$ cat src/rtl/retire_monitor.sv
// Retire/commit monitor: turns writeback and memory-stage commits into an
// ordered valid/ready event stream, keeps run-time performance counters and
// drains the event queue after a halt or a cycle-limit timeout.
module retire_monitor #(
  parameter int unsigned DEPTH      = 8,
  parameter int unsigned MAX_CYCLES = 100000
) (
  input  logic        clk,
  input  logic        rst,
  input  logic        w_regwrite,
  input  logic [3:0]  w_dest,
  input  logic [15:0] w_data,
  input  logic        m_memread,
  input  logic        m_memwrite,
  input  logic [15:0] m_addr,
  input  logic [15:0] m_wdata,
  input  logic [15:0] m_rdata,
  input  logic        hlt,
  input  logic        ev_ready,
  output logic        ev_valid,
  output logic [1:0]  ev_type,
  output logic [15:0] ev_tag,
  output logic [15:0] ev_value,
  output logic [31:0] cycle_cnt,
  output logic [31:0] inst_cnt,
  output logic [15:0] drop_cnt,
  output logic        overflow,
  output logic        timeout,
  output logic        done
);

  localparam int unsigned PTR_W  = $clog2(DEPTH);
  localparam int unsigned CNT_W  = PTR_W + 1;
  localparam int unsigned FREE_W = CNT_W + 1;
  localparam logic [31:0] CYCLE_LIMIT = 32'(MAX_CYCLES - 1);

  localparam logic [1:0] EV_REG   = 2'b00;
  localparam logic [1:0] EV_LOAD  = 2'b01;
  localparam logic [1:0] EV_STORE = 2'b10;

  typedef enum logic [1:0] {
    RUN   = 2'd0,
    DRAIN = 2'd1,
    DONE  = 2'd2
  } state_t;

  typedef struct packed {
    logic [1:0]  evType;
    logic [15:0] tag;
    logic [15:0] value;
  } event_t;

  state_t           state;
  state_t           nextState;
  event_t           mem [DEPTH];
  logic [PTR_W-1:0] rdPtr;
  logic [PTR_W-1:0] wrPtr;
  logic [CNT_W-1:0] count;
  logic [CNT_W-1:0] nextCount;

  logic              inRun;
  logic              regEv;
  logic              memEv;
  logic              pop;
  logic              limitHit;
  logic [1:0]        numReq;
  logic [1:0]        numPush;
  logic [1:0]        numDrop;
  logic [FREE_W-1:0] freeSlots;
  logic [16:0]       dropSum;
  event_t            regEntry;
  event_t            memEntry;
  event_t            firstEntry;
  event_t            head;

  // Event qualification, slot accounting and the timeout condition
  always_comb begin
    inRun = (state == RUN);
    regEv = inRun && w_regwrite;
    memEv = inRun && (m_memwrite || m_memread);

    regEntry.evType = EV_REG;
    regEntry.tag    = 16'(w_dest);
    regEntry.value  = w_data;

    memEntry.evType = m_memwrite ? EV_STORE : EV_LOAD;
    memEntry.tag    = m_addr;
    memEntry.value  = m_memwrite ? m_wdata : m_rdata;

    // REG always goes first when both are present
    firstEntry = regEv ? regEntry : memEntry;

    pop       = ev_valid && ev_ready;
    numReq    = 2'(regEv) + 2'(memEv);
    freeSlots = FREE_W'(DEPTH) - FREE_W'(count) + FREE_W'(pop);
    if (freeSlots >= FREE_W'(numReq)) begin
      numPush = numReq;
    end else begin
      numPush = freeSlots[1:0];
    end
    numDrop   = numReq - numPush;
    nextCount = count + CNT_W'(numPush) - CNT_W'(pop);
    dropSum   = 17'(drop_cnt) + 17'(numDrop);
    limitHit  = inRun && !hlt && (cycle_cnt == CYCLE_LIMIT);
  end

  // Event storage; up to two writes per cycle at consecutive slots
  always_ff @(posedge clk) begin
    if (numPush != 2'd0) begin
      mem[wrPtr] <= firstEntry;
    end
    if (numPush == 2'd2) begin
      mem[wrPtr + PTR_W'(1)] <= memEntry;
    end
  end

  // Queue pointers, occupancy and registered valid flag
  always_ff @(posedge clk) begin
    if (rst) begin
      rdPtr    <= '0;
      wrPtr    <= '0;
      count    <= '0;
      ev_valid <= 1'b0;
    end else begin
      wrPtr    <= wrPtr + PTR_W'(numPush);
      rdPtr    <= rdPtr + PTR_W'(pop);
      count    <= nextCount;
      ev_valid <= (nextCount != '0);
    end
  end

  // First-word-fall-through head; zeroed while nothing is valid
  always_comb begin
    head = mem[rdPtr];
    if (!ev_valid) begin
      head = '0;
    end
    ev_type  = head.evType;
    ev_tag   = head.tag;
    ev_value = head.value;
  end

  // FSM state register
  always_ff @(posedge clk) begin
    if (rst) begin
      state <= RUN;
    end else begin
      state <= nextState;
    end
  end

  // FSM next state: halt or limit ends RUN, an empty queue ends DRAIN
  always_comb begin
    nextState = state;
    case (state)
      RUN:     if (hlt || limitHit) nextState = DRAIN;
      DRAIN:   if (count == '0) nextState = DONE;
      DONE:    nextState = DONE;
      default: nextState = RUN;
    endcase
  end

  // Performance counters and sticky status flags
  always_ff @(posedge clk) begin
    if (rst) begin
      cycle_cnt <= '0;
      inst_cnt  <= '0;
      drop_cnt  <= '0;
      overflow  <= 1'b0;
      timeout   <= 1'b0;
      done      <= 1'b0;
    end else begin
      if (inRun) begin
        cycle_cnt <= cycle_cnt + 32'd1;
        if (hlt || w_regwrite || m_memwrite) begin
          inst_cnt <= inst_cnt + 32'd1;
        end
      end
      if (numDrop != 2'd0) begin
        overflow <= 1'b1;
        drop_cnt <= dropSum[16] ? 16'hFFFF : dropSum[15:0];
      end
      if (limitHit) begin
        timeout <= 1'b1;
      end
      done <= (nextState == DONE);
    end
  end

endmodule

$ cat config.mk
export PLATFORM = sky130hd
export DESIGN_NAME = retire_monitor
export DESIGN_NICKNAME = d
export VERILOG_FILES = /design/src/rtl/retire_monitor.sv
export SDC_FILE = /design/constraint.sdc
export NUM_CORES = 1
export LEC_CHECK = 0
export CAP_MARGIN = 20
export CORE_ASPECT_RATIO = 2
export CORE_UTILIZATION = 30
export DETAILED_ROUTE_END_ITERATION = 16
export GPL_ROUTABILITY_DRIVEN = 1
export PLACE_DENSITY = 0.55
export SLEW_MARGIN = 20
export SYNTH_ARGS = -nofsm -noshare
export SYNTH_HDL_FRONTEND = slang
export SYNTH_SLANG_ARGS = --single-unit
$ cat constraint.sdc
create_clock -name clk -period 19.95 [get_ports clk]
set_clock_uncertainty 0.1 [all_clocks]
set_input_delay 2.9925 -clock clk [delete_from_list [all_inputs] [get_ports clk]]
set_output_delay 2.9925 -clock clk [all_outputs]
set_load 0.01 [all_outputs]
==> run summary, run 1 <==
Die Wd -> 175 um
Final worst-path cycle share -> 42.1%
Initial Util -> 30.4%
Slew @ Worst Pin -> 1.05 ns
Pwr/cell area -> 120 nW/um^2
Ys Warns -> 0
Pins over their slew limit -> 0
Most common cell in the netlist -> edfxtp_1
Design Area, Final -> 22,100 sq um
Synth cell types -> 55
CTS tree -> built
Layout cells sized above 1 -> 11.8%
Htree depth -> 2
Nets -> 1,637
Total negative setup slack -> 0 ns
Slowest CP cell -> and4_2
Cells taking the most area after synthesis -> edfxtp_1 (45%), dfxtp_1 (11%), mux2i_1 (10%)
Die area -> 61,200 sq um
Drt drc -> 0
Fmax -> 119 MHz
Hold Crit Class -> register to register
Clock Pin Slew Worst Setup and Hold Paths -> 0.06 ns
Global-route wire length before repair -> 74.7 mm
Leakage -> 0.00774 uW
Mean Syn Cell Area -> 13.2 sq um
CP cell instances -> clkdlybuf4s50_1 -> nand2_2 -> inv_1 -> ha_1 -> ha_1 -> nand2b_1 -> a21oi_1 -> o21ai_2 -> mux2i_2 -> and4_2 -> o21bai_4 -> buf_4
Drt pass-1 iters -> 5
WS Path Type -> primary input to register
Largest area contributor in the netlist -> edfxtp_1
WP data arrival -> 8.50 ns
Num rows -> 126
Post-CTS Setup Inserts -> 0
DP HPWL -> 33.3 mm
Area share of the largest cell type after synthesis -> 45.3%
Post-detailed-route wirelength per cell -> 21.2 um
Synth-to-Final Area Change -> 22.3%
Sw frac -> 32.0%
Switching power -> 846 uW
Status -> finished clean
Mapped Nets -> 1,460
Final count of negative-setup-slack endpoints -> 0
Final min period -> 8.40 ns
Clk sinks -> 368
Maximum VDD drop -> 0.0579 mV
Fin. Hold Viols -> 0
Vias in the first global route -> 12,200
CTS root buffer -> clkbuf_16
Initial antenna violation count -> 1
Vert. Die Dim -> 349 um
Post-CTS Hold Buffers -> 0
RSZ-0062 raised after global routing -> false
Max-cap violation count -> 0
Area after DPL -> 20,900 sq um
Iteration-0 DRC Markers -> 419
IO Pins -> 193
Dominant synthesized flop cell -> edfxtp_1
Core area -> 59,300 sq um
GPL Wtd Cong -> 0.787
Final WL -> 49.3 mm
Slew HR -> 29.6%
Antenna cell count -> 0
Cells after Synth -> 1,361
Register area share after synthesis -> 56.0%
Via count -> 11,400
Async set-reset flop share out of synthesis -> 0%
Mapped Area -> 18,000 sq um
Largest net degree at the start of global routing -> 79
CP endpoint kind -> register
Most used cell, CP -> ha_1
Clock network power share -> 26.5%
Via density -> 4.90
Clock tree buffer depth -> 3
Total gr overflow -> 0
Internal Pwr Total -> 1790 uW
Comb pwr share -> 33.0%
Crit path max fanout -> 41
Remaining antenna violation count -> 0
EDFF count, synth -> 272
Sequential power share -> 40.5%
Tot GR Track Use -> 16.2%
WP data required -> 20.05 ns
Clk_lat worst skew -> 0.54 ns
Critical Path Max Stage Delay -> 0.93 ns
Resized cells post-CTS -> 0
IO buf count -> 192
Synthesized flop and latch total -> 368
Commonest cells in the netlist -> edfxtp_1 (272), mux2i_1 (180), nor2b_1 (122)
CTS Buf Count -> 36
Startpoint types -> primary input
Worst Path Buf+Inv -> 3
Largest delay share family, worst path -> simple AND/OR/NAND/NOR gates
==> through the flow <==
stage	hold WS, ns	utilization, %	total power, uW	worst slack [ns]	instances
floorplan	0.400	-	1620	11.49	1361
global placement	0.365	35.2	1960	11.04	2268
detailed placement	0.368	35.2	1980	10.93	2268
CTS	0.384	37.2	2690	11.51	2328
global route	0.402	37.2	2780	11.19	2328
finish	0.386	37.2	2640	11.55	2328
==> metal layers <==
layer	routed length (um)	track usage, %
met2	27500	32.0
met1	18200	17.1
met3	2130	2.58
met5	12	0
met4	1470	5.54
==> layout by cell type, fill, tap and decap left out, types with 26 or more instances in the layout <==
master,n
edfxtp_1,272
clkdlybuf4s50_1,190
mux2i_1,180
nor2b_1,122
nor2_1,96
dfxtp_1,93
mux4_2,68
nand2_1,55
xor2_1,38
clkbuf_16,36
xnor2_1,30
nand3_1,29
and2_1,29
mux2_1,26
==> path summary, 6_finish.rpt <==
kind	start	to	slack, ns	depth (start not counted)
min reg2reg	timeout$_SDFFE_PP0P_	timeout$_SDFFE_PP0P_	0.39	2
min	timeout$_SDFFE_PP0P_	timeout$_SDFFE_PP0P_	0.39	2
max reg2reg	state[0]$_SDFF_PP0_	mem[6][1]$_DFFE_PP_	13.90	12
max	w_regwrite	mem[6][1]$_DFFE_PP_	11.55	12
==> flip-flops by register name, summed over array words and instances (netlist names) <==
register / cells
overflow: 1
count: 4
cycle_cnt: 32
mem: 272
ev_valid: 1
drop_cnt: 16
wrPtr: 3
state: 2
inst_cnt: 32
done: 1
timeout: 1
rdPtr: 3
==> kinds of logic (layout without fill, tap and decap cells) <==
| family | count (synthesis) | count (layout) | share of synthesized area, % |
|---|---|---|---|
| muxes | 286 | 286 | 20.9 |
| adders and majority gates | 24 | 24 | 1.79 |
| xor gates and xnor gates | 68 | 68 | 3.30 |
| AOI/OAI and AO/OA | 83 | 83 | 2.91 |
| and+or+nand+nor | 430 | 430 | 12.8 |
| DFF | 368 | 368 | 56.0 |
| buffers and inverters | 102 | 301 | 2.35 |
==> power by group through the flow <==
| stage | logic (uW) | registers (uW) | clock network [uW] |
|---|---|---|---|
| floorplan | 555 | 1060 | 0 |
| global placement | 880 | 1080 | 0 |
| detailed placement | 893 | 1090 | 0 |
| CTS | 895 | 1070 | 717 |
| global route | 962 | 1080 | 737 |
| finish | 870 | 1070 | 699 |
==> worst min-delay path: stages, from the launching register on <==
cell and delay [ns]:
dfxtp_1 0.33, nor2_1 0.05, nor2_1 0.08
==> final cells by class <==
cell class / instances / area, sq um
Clock buffer: 44 / 931
Clock inverter: 16 / 234
Fill cell: 5763 / 37200
Inverter: 25 / 93.8
Multi-Input combinational cell: 891 / 7650
Sequential cell: 368 / 10100
Tap cell: 768 / 961
Timing Repair Buffer: 216 / 2090
Note: power is estimated with default switching activity, not from simulation.
==> run 2, diff against run 1 <==
--- a/config.mk
+++ b/config.mk
@@ -10,7 +10,7 @@
 export CORE_UTILIZATION = 30
 export DETAILED_ROUTE_END_ITERATION = 16
 export GPL_ROUTABILITY_DRIVEN = 1
-export PLACE_DENSITY = 0.55
+export PLACE_DENSITY = 0.56
 export SLEW_MARGIN = 20
 export SYNTH_ARGS = -nofsm -noshare
 export SYNTH_HDL_FRONTEND = slang
==> constraint.sdc (replaced) <==
create_clock -name clk -period 7.2 [get_ports clk]
set_clock_uncertainty 0.1 [all_clocks]
set_input_delay 1.08 -clock clk [delete_from_list [all_inputs] [get_ports clk]]
set_output_delay 1.08 -clock clk [all_outputs]
set_load 0.01 [all_outputs]
==> run 2 against run 1 <==
Die area did not move. Register-to-register slack got worse by 12 ns. Sequential share of layout area barely moved. First-iteration DRC count rose by 46%. Clock power rose to 2.7 times the previous value. Setup slack got worse by 9.6 ns. Routed wire length rose by 1.3%. Non-clock buffer count rose by 8. Flip-flop and latch count did not move. Utilization barely moved. Count of clock-buffer cells in the layout rose by 7.
==> run summary, run 2 (synthesis results as in run 1) <==
Fillers -> 5,813
RSZ-0062 raised after global routing -> false
Post-CTS Hold Buffers -> 0
Clk_lat worst skew -> 0.56 ns
Final worst-path cycle share -> 72.3%
Post-CTS Setup Inserts -> 0
DP HPWL -> 31.7 mm
Most flops, register -> mem
Vias in the first global route -> 12,400
Resized cells post-CTS -> 0
Most frequent cells in the layout -> edfxtp_1 (272), clkdlybuf4s50_1 (190), mux2i_1 (180), nor2b_1 (122), nor2_1 (96)
Remaining antenna violation count -> 0
Tot GR Track Use -> 16.5%
Hold Startpoint -> timeout$_SDFFE_PP0P_
Finished Core Util -> 37.2%
Fmax -> 192 MHz
Iteration-0 DRC Markers -> 610
Via count -> 11,600
Clock Pin Slew Worst Setup and Hold Paths -> 0.07 ns
Total gr overflow -> 0
Crit path max fanout -> 10
Via density -> 4.97
Hold Crit Class -> register to register
Clk sinks -> 368
WHS Endpoint -> timeout$_SDFFE_PP0P_
WHS Path Cells -> 2
Seq. cell area -> 10,100 sq um
Reg2Reg Launch Point -> ev_valid$_SDFF_PP0_
Most common cell after layout, fill and taps aside -> edfxtp_1
CTS tree -> built
Slew @ Worst Pin -> 1.09 ns
Reg-to-Reg End -> drop_cnt[4]$_SDFFE_PP0P_
Setup slack, reg-to-reg -> 2.36 ns
Fin. Hold Viols -> 0
Antenna cell count -> 0
Global-route wire length before repair -> 75.2 mm
WHS -> 0.384 ns
Num rows -> 126
Synth-to-Final Area Change -> 22.4%
Final count of negative-setup-slack endpoints -> 0
Largest net degree at the start of global routing -> 85
CP endpoint kind -> register
Leakage -> 0.00777 uW
Pre-CTS setup slack -> 1.38 ns
Drt pass-1 iters -> 5
Max reg flops -> 272
Pwr/cell area -> 331 nW/um^2
Clock tree buffer depth -> 3
Vert. Die Dim -> 349 um
Final WL -> 50.0 mm
IO Pins -> 193
Multi-input logic area -> 7620 sq um
Core area -> 59,300 sq um
WS Path Type -> primary input to register
Layout cells sized above 1 -> 11.8%
Initial antenna violation count -> 1
Total negative setup slack -> 0 ns
Post-Layout Cell Count -> 2,342
Top flop regs -> mem (272), cycle_cnt (32), inst_cnt (32)
CTS root buffer -> clkbuf_16
Max-cap violation count -> 0
Pins over their slew limit -> 0
Htree depth -> 2
CTS Buf Count -> 37
Status -> finished clean
Maximum VDD drop -> 0.249 mV
Reg2Reg Depth -> 17
IO buf count -> 192
Die Wd -> 175 um
Startpoint types -> primary input
Cells after DPL -> 2,275
Drt drc -> 0
Nets -> 1,646
WP data arrival -> 5.50 ns
Final min period -> 5.20 ns
Initial Util -> 30.4%
WP data required -> 7.50 ns
Setup ws final -> 2.00 ns
GPL Wtd Cong -> 0.772
Slew HR -> 27.2%
Die area -> 61,200 sq um
Post-detailed-route wirelength per cell -> 21.3 um
[run 2: per-layer routing]
metal | GRT usage (%) | share of wire, % | vias to the layer above
li1 | - | - | 5440
met1 | 18.2 | 38 | 5862
met2 | 31.6 | 54 | 287
met3 | 2.83 | 5.0 | 57
met4 | 4.95 | 2.1 | 2
met5 | 0 | 0.026 | -
[run 2: worst max-delay path, stage by stage]
cell,delay (ns)
clkdlybuf4s50_1,0.51
nand2_2,0.07
inv_1,0.27
ha_1,0.34
ha_1,0.28
nand2b_1,0.14
a21oi_1,0.25
o21ai_2,0.17
nand2_1,0.09
o21ai_0,0.16
ha_1,0.37
nand2b_1,0.09
or2_2,0.29
o221ai_1,0.67
nor2_1,0.33
a41oi_1,0.30
a311oi_1,0.07
[run 2: cell type report]
class | count | area share (%)
flip-flops and latches | 368 | 45.8
multi-input cells | 891 | 34.6
repair buffers | 224 | 9.80
clock buffers | 51 | 4.67
well taps | 768 | 4.35
clock inverters | 15 | 0.442
inverters | 25 | 0.425
[run 2: worst max-delay path by stage]
stage	start	to	slack, ns	cells past startpoint
6_report	w_regwrite	drop_cnt[4]$_SDFFE_PP0P_	2.00	17
5_1_grt	w_regwrite	drop_cnt[12]$_SDFFE_PP0P_	1.64	16
4_1_cts	w_regwrite	drop_cnt[13]$_SDFFE_PP0P_	1.99	17
3_5_place_dp	w_regwrite	drop_cnt[11]$_SDFFE_PP0P_	1.38	17
3_3_place_gp	w_regwrite	mem[0][8]$_DFFE_PP_	1.47	12
2_1_floorplan	m_memwrite	mem[0][0]$_DFFE_PP_	0.65	12
[run 2: per-stage QoR]
step	area, sq um	total power [uW]
6_report	22100	7290
5_1_grt	22100	7670
4_1_cts	22100	7410
3_5_place_dp	20900	5520
3_3_place_gp	20900	5450
2_1_floorplan	18000	4480
[run 2: where the power goes]
part,total [uW],internal (uW),leakage [uW],switching (uW)
Clock,1870,1010,0.000553,857
Sequential,2930,2780,0.00327,154
Combinational,2490,1110,0.00395,1380
==> run 3, diff against run 2 <==
==> constraint.sdc (replaced) <==
create_clock -name clk -period 4.6 [get_ports clk]
set_clock_uncertainty 0.1 [all_clocks]
set_input_delay 0.69 -clock clk [delete_from_list [all_inputs] [get_ports clk]]
set_output_delay 0.69 -clock clk [all_outputs]
set_load 0.01 [all_outputs]
==> run 3 against run 2 <==
Flip-flop and latch count unchanged. Setup slack got worse by 1.7 ns. Combinational power increased by 70%. Sequential share of layout area decreased by 1.2 points. Power increased by 61%. Hold slack about the same. Via count increased by 2.7%. Largest cell class unchanged. Largest power group unchanged. Highest routed layer unchanged.
==> run summary, run 3 (synthesis results as in run 1) <==
CTS tree -> built
WP data required -> 4.96 ns
DP HPWL -> 35.4 mm
Total gr overflow -> 0
Final worst-path cycle share -> 92.9%
Final min period -> 4.27 ns
Pins over their slew limit -> 0
CP cell instances -> clkdlybuf4s50_1 -> nand2_1 -> ha_1 -> inv_1 -> ha_1 -> ha_1 -> a21oi_1 -> o21ai_2 -> o21ai_0 -> buf_4 -> ha_1 -> xor2_1 -> fa_1 -> nand3_1 -> nor3_4 -> a31oi_1 -> a311oi_1
Clock tree buffer depth -> 3
Critical Path Max Stage Delay -> 0.60 ns
Antenna cell count -> 0
Clock Pin Slew Worst Setup and Hold Paths -> 0.06 ns
Fmax -> 234 MHz
Slowest CP cell -> clkdlybuf4s50_1
Slew @ Worst Pin -> 1.04 ns
Nets -> 1,692
Pwr/cell area -> 519 nW/um^2
Num rows -> 126
Most frequent cells in the layout -> edfxtp_1 (272), clkdlybuf4s50_1 (190), mux2i_1 (180), nor2b_1 (122), nor2_1 (94)
WS Path Type -> primary input to register
Leakage -> 0.00805 uW
Tot GR Track Use -> 17.2%
Final count of negative-setup-slack endpoints -> 0
Startpoint types -> primary input
Largest net degree at the start of global routing -> 65
CTS Buf Count -> 37
Setup ws final -> 0.326 ns
WP data arrival -> 4.63 ns
Die Wd -> 175 um
Cells after DPL -> 2,322
CTS root buffer -> clkbuf_16
Fillers -> 5,808
Hold Crit Class -> register to register
Slew HR -> 29.0%
Drt drc -> 0
Max reg flops -> 272
Clk_lat worst skew -> 0.56 ns
RSZ-0062 raised after global routing -> false
Final WL -> 52.1 mm
Most used cell, CP -> ha_1
Post-CTS Setup Inserts -> 0
Worst Path Buf+Inv -> 3
Synth-to-Final Area Change -> 25.6%
Remaining antenna violation count -> 0
Post-CTS Hold Buffers -> 0
Initial antenna violation count -> 2
Vert. Die Dim -> 349 um
Layout cells sized above 1 -> 14.5%
Max-cap violation count -> 0
GPL Wtd Cong -> 0.827
IO Pins -> 193
Die area -> 61,200 sq um
Most common cell after layout, fill and taps aside -> edfxtp_1
Global-route wire length before repair -> 78.3 mm
Vias in the first global route -> 12,800
Htree depth -> 2
Fin. Hold Viols -> 0
WHS -> 0.384 ns
IO buf count -> 192
Drt pass-1 iters -> 5
Most flops, register -> mem
Status -> finished clean
Via density -> 5.01
CP endpoint kind -> register
Iteration-0 DRC Markers -> 501
Maximum VDD drop -> 0.344 mV
Largest delay share family, worst path -> adder cells
Crit path max fanout -> 10
Via count -> 12,000
Core area -> 59,300 sq um
Initial Util -> 30.4%
Top flop regs -> mem (272), cycle_cnt (32), inst_cnt (32)
Clk sinks -> 368
Post-detailed-route wirelength per cell -> 21.8 um
Total negative setup slack -> 0 ns
Pre-CTS setup slack -> -0.350 ns
Post-Layout Cell Count -> 2,389
run 3: path summary, 6_finish.rpt:
kind / from / slack [ns] / end / cells after the start
setup / recovery: ev_ready / 0.33 / drop_cnt[10]$_SDFFE_PP0P_ / 17
hold / removal: overflow$_SDFFE_PP0P_ / 0.38 / overflow$_SDFFE_PP0P_ / 2
setup reg to reg: state[1]$_SDFF_PP0_ / 0.47 / drop_cnt[10]$_SDFFE_PP0P_ / 17
hold reg to reg: overflow$_SDFFE_PP0P_ / 0.38 / overflow$_SDFFE_PP0P_ / 2
run 3: power by group:
group	internal, uW	switching [uW]	total [uW]
logic	1990	2230	4230
clock network	1610	1330	2940
registers	4350	243	4590
run 3: worst register-to-register path, cell delays in order, from the launching register on:
cell      delay (ns)
dfxtp_1         0.48
nor2_4          0.12
nand2_2         0.11
inv_1           0.06
ha_1            0.31
ha_1            0.27
nand2b_1        0.14
a21oi_1         0.22
o21ai_2         0.11
o21ai_0         0.26
buf_4           0.18
ha_1            0.18
xor2_1          0.27
fa_1            0.25
nand3_1         0.14
nor3_4          0.38
a31oi_1         0.15
a311oi_1        0.28
run 3: cell type report:
type | instances | area, sq um | share of cell area, %
Tap cell | 768 | 961 | 4.24
Inverter | 25 | 93.8 | 0.414
Sequential cell | 368 | 10100 | 44.6
Multi-Input combinational cell | 891 | 7640 | 33.7
Clock buffer | 45 | 956 | 4.22
Timing Repair Buffer | 270 | 2720 | 12.0
Clock inverter | 22 | 179 | 0.790
run 3: per-stage QoR:
step	utilization, %	instance area, sq um	total power (uW)
after global routing	38.2	22600	12400
after global placement	36.3	21500	8860
after detailed placement	36.3	21500	8950
final	38.2	22600	11800
after CTS	38.2	22600	11900
after floorplan	-	18100	7000
run 3: repair_timing:
action                                 4_1_cts  5_1_grt
setup endpoints to repair                    0       17
endpoints found under the hold margin        0        0
resized for setup                            0        5
run 3: layer usage:
layer  wire, um  GRT usage (%)  share of wire (%)  vias to the layer above
li1           -              -                  -                     5530
met1      19200           17.9                 37                     6033
met2      28900           33.8                 55                      321
met3       2500           2.96                4.8                       78
met4       1450           6.00                2.8                        4
met5         29              0              0.056                        -
